## src/rtl/debounce_edge_detect_pkg.sv

```systemverilog
// Shared definitions for the debouncer: state encoding, default parameter
// values and the parameter legality check used at elaboration.
package debounce_edge_detect_pkg;

    localparam int DEF_SYNC_STAGES   = 2;
    localparam int DEF_STABLE_CYCLES = 10;
    localparam int DEF_CNT_WIDTH     = 4;

    typedef enum logic [1:0] {
        IDLE_LOW  = 2'd0,
        WAIT_HIGH = 2'd1,
        IDLE_HIGH = 2'd2,
        WAIT_LOW  = 2'd3
    } state_t;

    // True when the parameter set is legal: both depths at least 2 and the
    // counter wide enough to hold stable_cycles-1.
    function automatic bit params_ok(input int sync_stages,
                                     input int stable_cycles,
                                     input int cnt_width);
        return (sync_stages >= 2) && (stable_cycles >= 2) &&
               ((longint'(1) << cnt_width) > longint'(stable_cycles - 1));
    endfunction

endpackage

```

## src/rtl/debounce_edge_detect_sync_chain.sv

```systemverilog
// Metastability synchroniser: a plain flop shift chain with asynchronous
// clear. No logic is placed between stages.
module sync_chain #(
    parameter int SYNC_STAGES = 2
) (
    input  logic clk,
    input  logic rst,
    input  logic d,
    output logic q
);

    logic [SYNC_STAGES-1:0] chain_r;

    // Shift the raw input one stage further down the chain every clock.
    always_ff @(posedge clk or posedge rst) begin
        if (rst) begin
            chain_r <= {SYNC_STAGES{1'b0}};
        end else begin
            chain_r <= {chain_r[SYNC_STAGES-2:0], d};
        end
    end

    assign q = chain_r[SYNC_STAGES-1];

endmodule

```

## src/rtl/debounce_edge_detect.sv

```systemverilog
// Debouncer with edge detection: synchronises a raw asynchronous input,
// accepts a new level only after STABLE_CYCLES identical synchronised
// samples, and emits the clean level plus one-cycle rise/fall pulses.
module debounce_edge_detect
    import debounce_edge_detect_pkg::*;
#(
    parameter int SYNC_STAGES   = DEF_SYNC_STAGES,
    parameter int STABLE_CYCLES = DEF_STABLE_CYCLES,
    parameter int CNT_WIDTH     = DEF_CNT_WIDTH
) (
    input  logic clk,
    input  logic rst,
    input  logic d_async,
    output logic q,
    output logic rise,
    output logic fall
);

    generate
        if (!params_ok(SYNC_STAGES, STABLE_CYCLES, CNT_WIDTH)) begin : g_param_error
            $error("debounce_edge_detect: illegal SYNC_STAGES/STABLE_CYCLES/CNT_WIDTH combination");
        end
    endgenerate

    localparam logic [CNT_WIDTH-1:0] CNT_ZERO = {CNT_WIDTH{1'b0}};
    localparam logic [CNT_WIDTH-1:0] CNT_ONE  = CNT_WIDTH'(1);
    localparam logic [CNT_WIDTH-1:0] CNT_LAST = CNT_WIDTH'(STABLE_CYCLES - 1);

    logic                 sync_s;
    state_t               state_r;
    state_t               state_next_s;
    logic [CNT_WIDTH-1:0] cnt_r;
    logic [CNT_WIDTH-1:0] cnt_next_s;
    logic                 q_r;
    logic                 q_next_s;
    logic                 rise_r;
    logic                 rise_next_s;
    logic                 fall_r;
    logic                 fall_next_s;

    sync_chain #(
        .SYNC_STAGES (SYNC_STAGES)
    ) u_sync_chain (
        .clk (clk),
        .rst (rst),
        .d   (d_async),
        .q   (sync_s)
    );

    // Next-state, counter and output decode; a WAIT state only completes
    // after an unbroken run of samples, any opposing sample drops back.
    always_comb begin
        state_next_s = state_r;
        cnt_next_s   = cnt_r;
        q_next_s     = q_r;
        rise_next_s  = 1'b0;
        fall_next_s  = 1'b0;
        case (state_r)
            IDLE_LOW: begin
                if (sync_s) begin
                    state_next_s = WAIT_HIGH;
                    cnt_next_s   = CNT_ONE;
                end else begin
                    state_next_s = IDLE_LOW;
                end
            end
            WAIT_HIGH: begin
                if (!sync_s) begin
                    state_next_s = IDLE_LOW;
                    cnt_next_s   = CNT_ZERO;
                end else if (cnt_r == CNT_LAST) begin
                    state_next_s = IDLE_HIGH;
                    cnt_next_s   = CNT_ZERO;
                    q_next_s     = 1'b1;
                    rise_next_s  = 1'b1;
                end else begin
                    cnt_next_s   = cnt_r + CNT_ONE;
                end
            end
            IDLE_HIGH: begin
                if (!sync_s) begin
                    state_next_s = WAIT_LOW;
                    cnt_next_s   = CNT_ONE;
                end else begin
                    state_next_s = IDLE_HIGH;
                end
            end
            WAIT_LOW: begin
                if (sync_s) begin
                    state_next_s = IDLE_HIGH;
                    cnt_next_s   = CNT_ZERO;
                end else if (cnt_r == CNT_LAST) begin
                    state_next_s = IDLE_LOW;
                    cnt_next_s   = CNT_ZERO;
                    q_next_s     = 1'b0;
                    fall_next_s  = 1'b1;
                end else begin
                    cnt_next_s   = cnt_r + CNT_ONE;
                end
            end
            default: begin
                state_next_s = IDLE_LOW;
                cnt_next_s   = CNT_ZERO;
                q_next_s     = 1'b0;
            end
        endcase
    end

    // State, counter and registered outputs; reset clears everything at once.
    always_ff @(posedge clk or posedge rst) begin
        if (rst) begin
            state_r <= IDLE_LOW;
            cnt_r   <= CNT_ZERO;
            q_r     <= 1'b0;
            rise_r  <= 1'b0;
            fall_r  <= 1'b0;
        end else begin
            state_r <= state_next_s;
            cnt_r   <= cnt_next_s;
            q_r     <= q_next_s;
            rise_r  <= rise_next_s;
            fall_r  <= fall_next_s;
        end
    end

    assign q    = q_r;
    assign rise = rise_r;
    assign fall = fall_r;

endmodule

```

## config.mk

```make
export PLATFORM = sky130hd
export DESIGN_NAME = debounce_edge_detect
export DESIGN_NICKNAME = d
export VERILOG_FILES = /design/src/rtl/debounce_edge_detect_pkg.sv /design/src/rtl/debounce_edge_detect_sync_chain.sv /design/src/rtl/debounce_edge_detect.sv
export SDC_FILE = /design/constraint.sdc
export NUM_CORES = 1
export LEC_CHECK = 0
export CAP_MARGIN = 20
export CORE_AREA = 3 3 40 42
export DETAILED_ROUTE_END_ITERATION = 7
export DIE_AREA = 0 0 43 45
export PLACE_DENSITY_LB_ADDON = 0.1
export SYNTH_ARGS = -nofsm -noshare
export SYNTH_HDL_FRONTEND = slang
export SYNTH_HIERARCHICAL = 1
export SYNTH_SLANG_ARGS = --single-unit
```

## constraint.sdc

```tcl
create_clock -name clk -period 1.15 [get_ports clk]
set_clock_uncertainty 0.05 [all_clocks]
set_input_delay 0.115 -clock clk [delete_from_list [all_inputs] [get_ports clk]]
set_output_delay 0.115 -clock clk [all_outputs]
set_load 0.005 [all_outputs]
```

==> results of run 1 <==
placed cells by master (no fill, tap or decap), types with 2 or more instances in the layout:
master           n
o32ai_2          2
dfrtp_2          2
dlygate4sd2_1    3
buf_4            8
dfrtp_1          9
inv_1            3
nor2_1           2
ha_4             2
clkbuf_4         3
clkdlybuf4s50_1  2
a21oi_1          3
nand2_1          3
power groups by stage:
stage	Combinational [uW]	Clock, uW	Sequential (uW)
4_1_cts	220	252	453
5_1_grt	285	279	465
2_1_floorplan	96.9	0	456
3_5_place_dp	175	0	454
3_3_place_gp	164	0	450
6_report	256	240	459
synthesized netlist by cell type (all sizes together):
library cell and n:
dfrtp 11, nand4b 1, a21oi 3, ha 2, and2 1, o32ai 2
mux2i 1, o21bai 1, inv 4, or2b 2, and4b 1, o21ai 1
nand2 4, o211ai 1, xnor2 1, nand3 1, o2bb2ai 1, xor2 1
nor3b 1, nor2 2
flip-flops by register name (all words and copies together), names as in the netlist, named ones only:
| register | flops |
|---|---|
| rise | 1 |
| u_sync_chain/chain_r | 2 |
| state_r | 1 |
| fall | 1 |
| q | 1 |
| cnt_r | 4 |
cell families after synthesis:
group / Yosys count / share of synthesized area, %
AND/OR/NAND/NOR: 13 / 16.1
adder cells (fa/ha/maj): 2 / 5.10
buffers and inverters: 4 / 3.06
flip-flops: 11 / 56.1
multiplexers: 1 / 2.04
XOR/XNOR: 2 / 5.10
AO/OA/AOI/OAI: 9 / 12.5
worst register-to-register path, cell delays in order (launching register included):
cell,delay [ns]
dfrtp_1,0.41
buf_6,0.13
ha_4,0.15
or2b_4,0.23
mux2i_1,0.13
o2bb2ai_1,0.13
per-layer routing:
metal / part of all wire (%) / up-vias / track usage (%)
met5: 0 / - / 0
met4: 0.75 / 0 / 7.23
met3: 1.6 / 2 / 1.20
met2: 55 / 3 / 21.0
met1: 43 / 176 / 14.5
li1: - / 186 / -
through the flow:
step	setup WS, ns	std cells	hold slack [ns]	power, uW
6_report	-0.160	76	0.248	955
5_1_grt	-0.206	76	0.265	1030
4_1_cts	-0.165	73	0.240	926
3_5_place_dp	-0.220	67	0.276	629
3_3_place_gp	-0.158	67	0.246	614
2_1_floorplan	-0.0339	42	-0.194	553
worst max path at each step:
stage                         startpoint              endpoint  cells past startpoint
finish              cnt_r[1]$_DFFE_PP0P_  cnt_r[2]$_DFFE_PP0P_                      5
global route        cnt_r[1]$_DFFE_PP0P_  cnt_r[2]$_DFFE_PP0P_                      5
CTS                 cnt_r[1]$_DFFE_PP0P_  cnt_r[2]$_DFFE_PP0P_                      5
detailed placement  cnt_r[1]$_DFFE_PP0P_  cnt_r[1]$_DFFE_PP0P_                      5
global placement    cnt_r[1]$_DFFE_PP0P_  cnt_r[3]$_DFFE_PP0P_                      5
floorplan           cnt_r[1]$_DFFE_PP0P_  cnt_r[1]$_DFFE_PP0P_                      5
timing repair:
action                                 in CTS  in global routing
pin swaps                                   5                  6
gates resized for setup                     9                  7
setup endpoints to repair                  12                  9
setup buffers                               1                  3
hold buffers                                1                  0
endpoints found under the hold margin       2                  0
area by class of cell:
cell class / instances / share of cell area (%)
Multi-Input combinational cell: 27 / 36.0
Tap cell: 15 / 2.58
Inverter: 4 / 2.07
Sequential cell: 11 / 38.2
Timing Repair Buffer: 15 / 17.6
Clock buffer: 4 / 3.61
==> run_results.csv, run 1 <==
group,metric,value,unit
timing,hold_viol,0,
global_route,grt_pass1_wl,1720,um
timing,slew_headroom,77.4,%
die,die_h,45,um
global_route,grt-ovfl-total,0,
pwr,switching_power,249,uW
global_route,grt_usage,12.0,%
worst_setup_path,cp-end-kind,"flop",
detailed_routing,post_drt_wl_per_cell,12.3,um
die,core_area,1280,um2
hold_path,worstHoldEndpoint,"u_sync_chain/chain_r[0]$_DFF_PP0_",
flow_run,drv_cap,0,
clock_network,clk_pin_slew_worst_paths,0.06,ns
synthesis,yosysTopAreaCell,"dfrtp_1",
synthesis,synth_top_area_share,56.1,%
final_layout,fin_util,56.6,%
worst_setup_path,path_class,"flop to flop",
die,die_x,43,um
timing,period_minus_slack,1.31,ns
synthesis,yosysSeqAreaShare,56.1,%
synthesis,synth_cells,42,
die,io_pins,6,
placed_design,placed_area,602,um2
final_layout,area_growth_syn_to_layout,48.2,%
synthesis,synth_area,490,um2
synthesis,avgSynthCellArea,11.7,um2
worst_setup_path,reg2reg_from,"cnt_r[1]$_DFFE_PP0P_",
worst_setup_path,max_stage_delay,0.41,ns
synthesis,ys.warnings.count,6,
detailed_routing,first_pass_iters,3,
timing,worst_slew_pin_slew,0.339,ns
timing,setup_viol,8,
timing,rsz0062_at_grt,"true",
die,dieArea,1940,um2
worst_setup_path,rr_worst_depth,5,
worst_setup_path,regToRegSetupSlack,-0.16,ns
global_route,antenna_found_initial,0,
clock_network,htreeDepth,1,
worst_setup_path,cp_max_fo,2,
final_layout,multi_input_area,262,um2
placed_design,io_buffer_count,5,
timing,finalCritPeriodShare,114,%
detailed_routing,initialDrtViolationCount,2,
timing,setup-tns-final,-0.676,ns
detailed_routing,wl,937,um
run_status,status,"finished, violations left",
clock_network,cts_tree,"done",
run_status,violations,"setup timing",
worst_setup_path,crit_required,1.28,ns
detailed_routing,via_per_inst,4.83,
worst_setup_path,critPathLaunchType,"flop",
worst_setup_path,rr_endpoint,"cnt_r[2]$_DFFE_PP0P_",
final_layout,fill_cells,107,
synthesis,synth_cell_types,20,
detailed_routing,drcViolationCount,0,
clock_network,cts_buffer_depth,2,
hold_path,hp-class,"input port to flop",
hold_path,hold_start,"d_async",
timing,setup_ws,-0.160,ns
detailed_routing,final_antenna_net_count,0,
final_layout,final_area,727,um2
pwr,powerDensity,1310,nW/um2
clock_network,cts_root_buf,"clkbuf_4",
die,initial_core_util,38.2,%
worst_setup_path,cp_top_family,"flip-flops",
placed_design,place_congestion,0.647,
pwr,combPwrFrac,26.8,%
die,row_count,13,
clock_network,cts.sinks,11,
pwr,p_seq_share,48.1,%
synthesis,synth_seq_cells,11,
pwr,p_leak,0.000331,uW
pwr,peakVddDrop,0.000955,V
pwr,clkPwrFrac,25.1,%
clock_network,cts_buffers,3,
final_layout,fin_nets,67,
worst_setup_path,crit_arrival,1.44,ns
final_layout,drive_above_1_share,41.0,%
synthesis,syn_nets,47,
timing,slew_violations,0,
final_layout,num_antenna_cells,0,
worst_setup_path,crit_slowest_cell,"dfrtp_1",
placed_design,dp_hpwl,724,um
pwr,intPower,706,uW
global_route,grt_pass1_vias,400,
worst_setup_path,path_buf_inv,1,
clock_network,clk_latency,0.25,ns
global_route,grt_max_degree,10,
timing,fmax,763,MHz
hold_path,whs_path_depth,1,
synthesis,ys_top_cells_by_area,"dfrtp_1 56%, ha_1 5.1%, o32ai_1 3.6%, or2b_2 3.6%, xor2_2 3.3%",
pwr,swShare,26.0,%
detailed_routing,vias,367,
worst_setup_path,crit_chain,"buf_6 -> ha_4 -> or2b_4 -> mux2i_1 -> o2bb2ai_1",
final_layout,regArea,278,um2
Note: power is estimated with default switching activity, not from simulation.
==> run 2, diff against run 1 <==
--- a/config.mk
+++ b/config.mk
@@ -9,6 +9,7 @@
 export CORE_AREA = 3 3 40 42
 export DETAILED_ROUTE_END_ITERATION = 7
 export DIE_AREA = 0 0 43 45
+export GPL_TIMING_DRIVEN = 1
 export PLACE_DENSITY_LB_ADDON = 0.1
 export SYNTH_ARGS = -nofsm -noshare
 export SYNTH_HDL_FRONTEND = slang
==> results of run 2 <==
Final layout, timing and power as in run 1 (identical DEF).
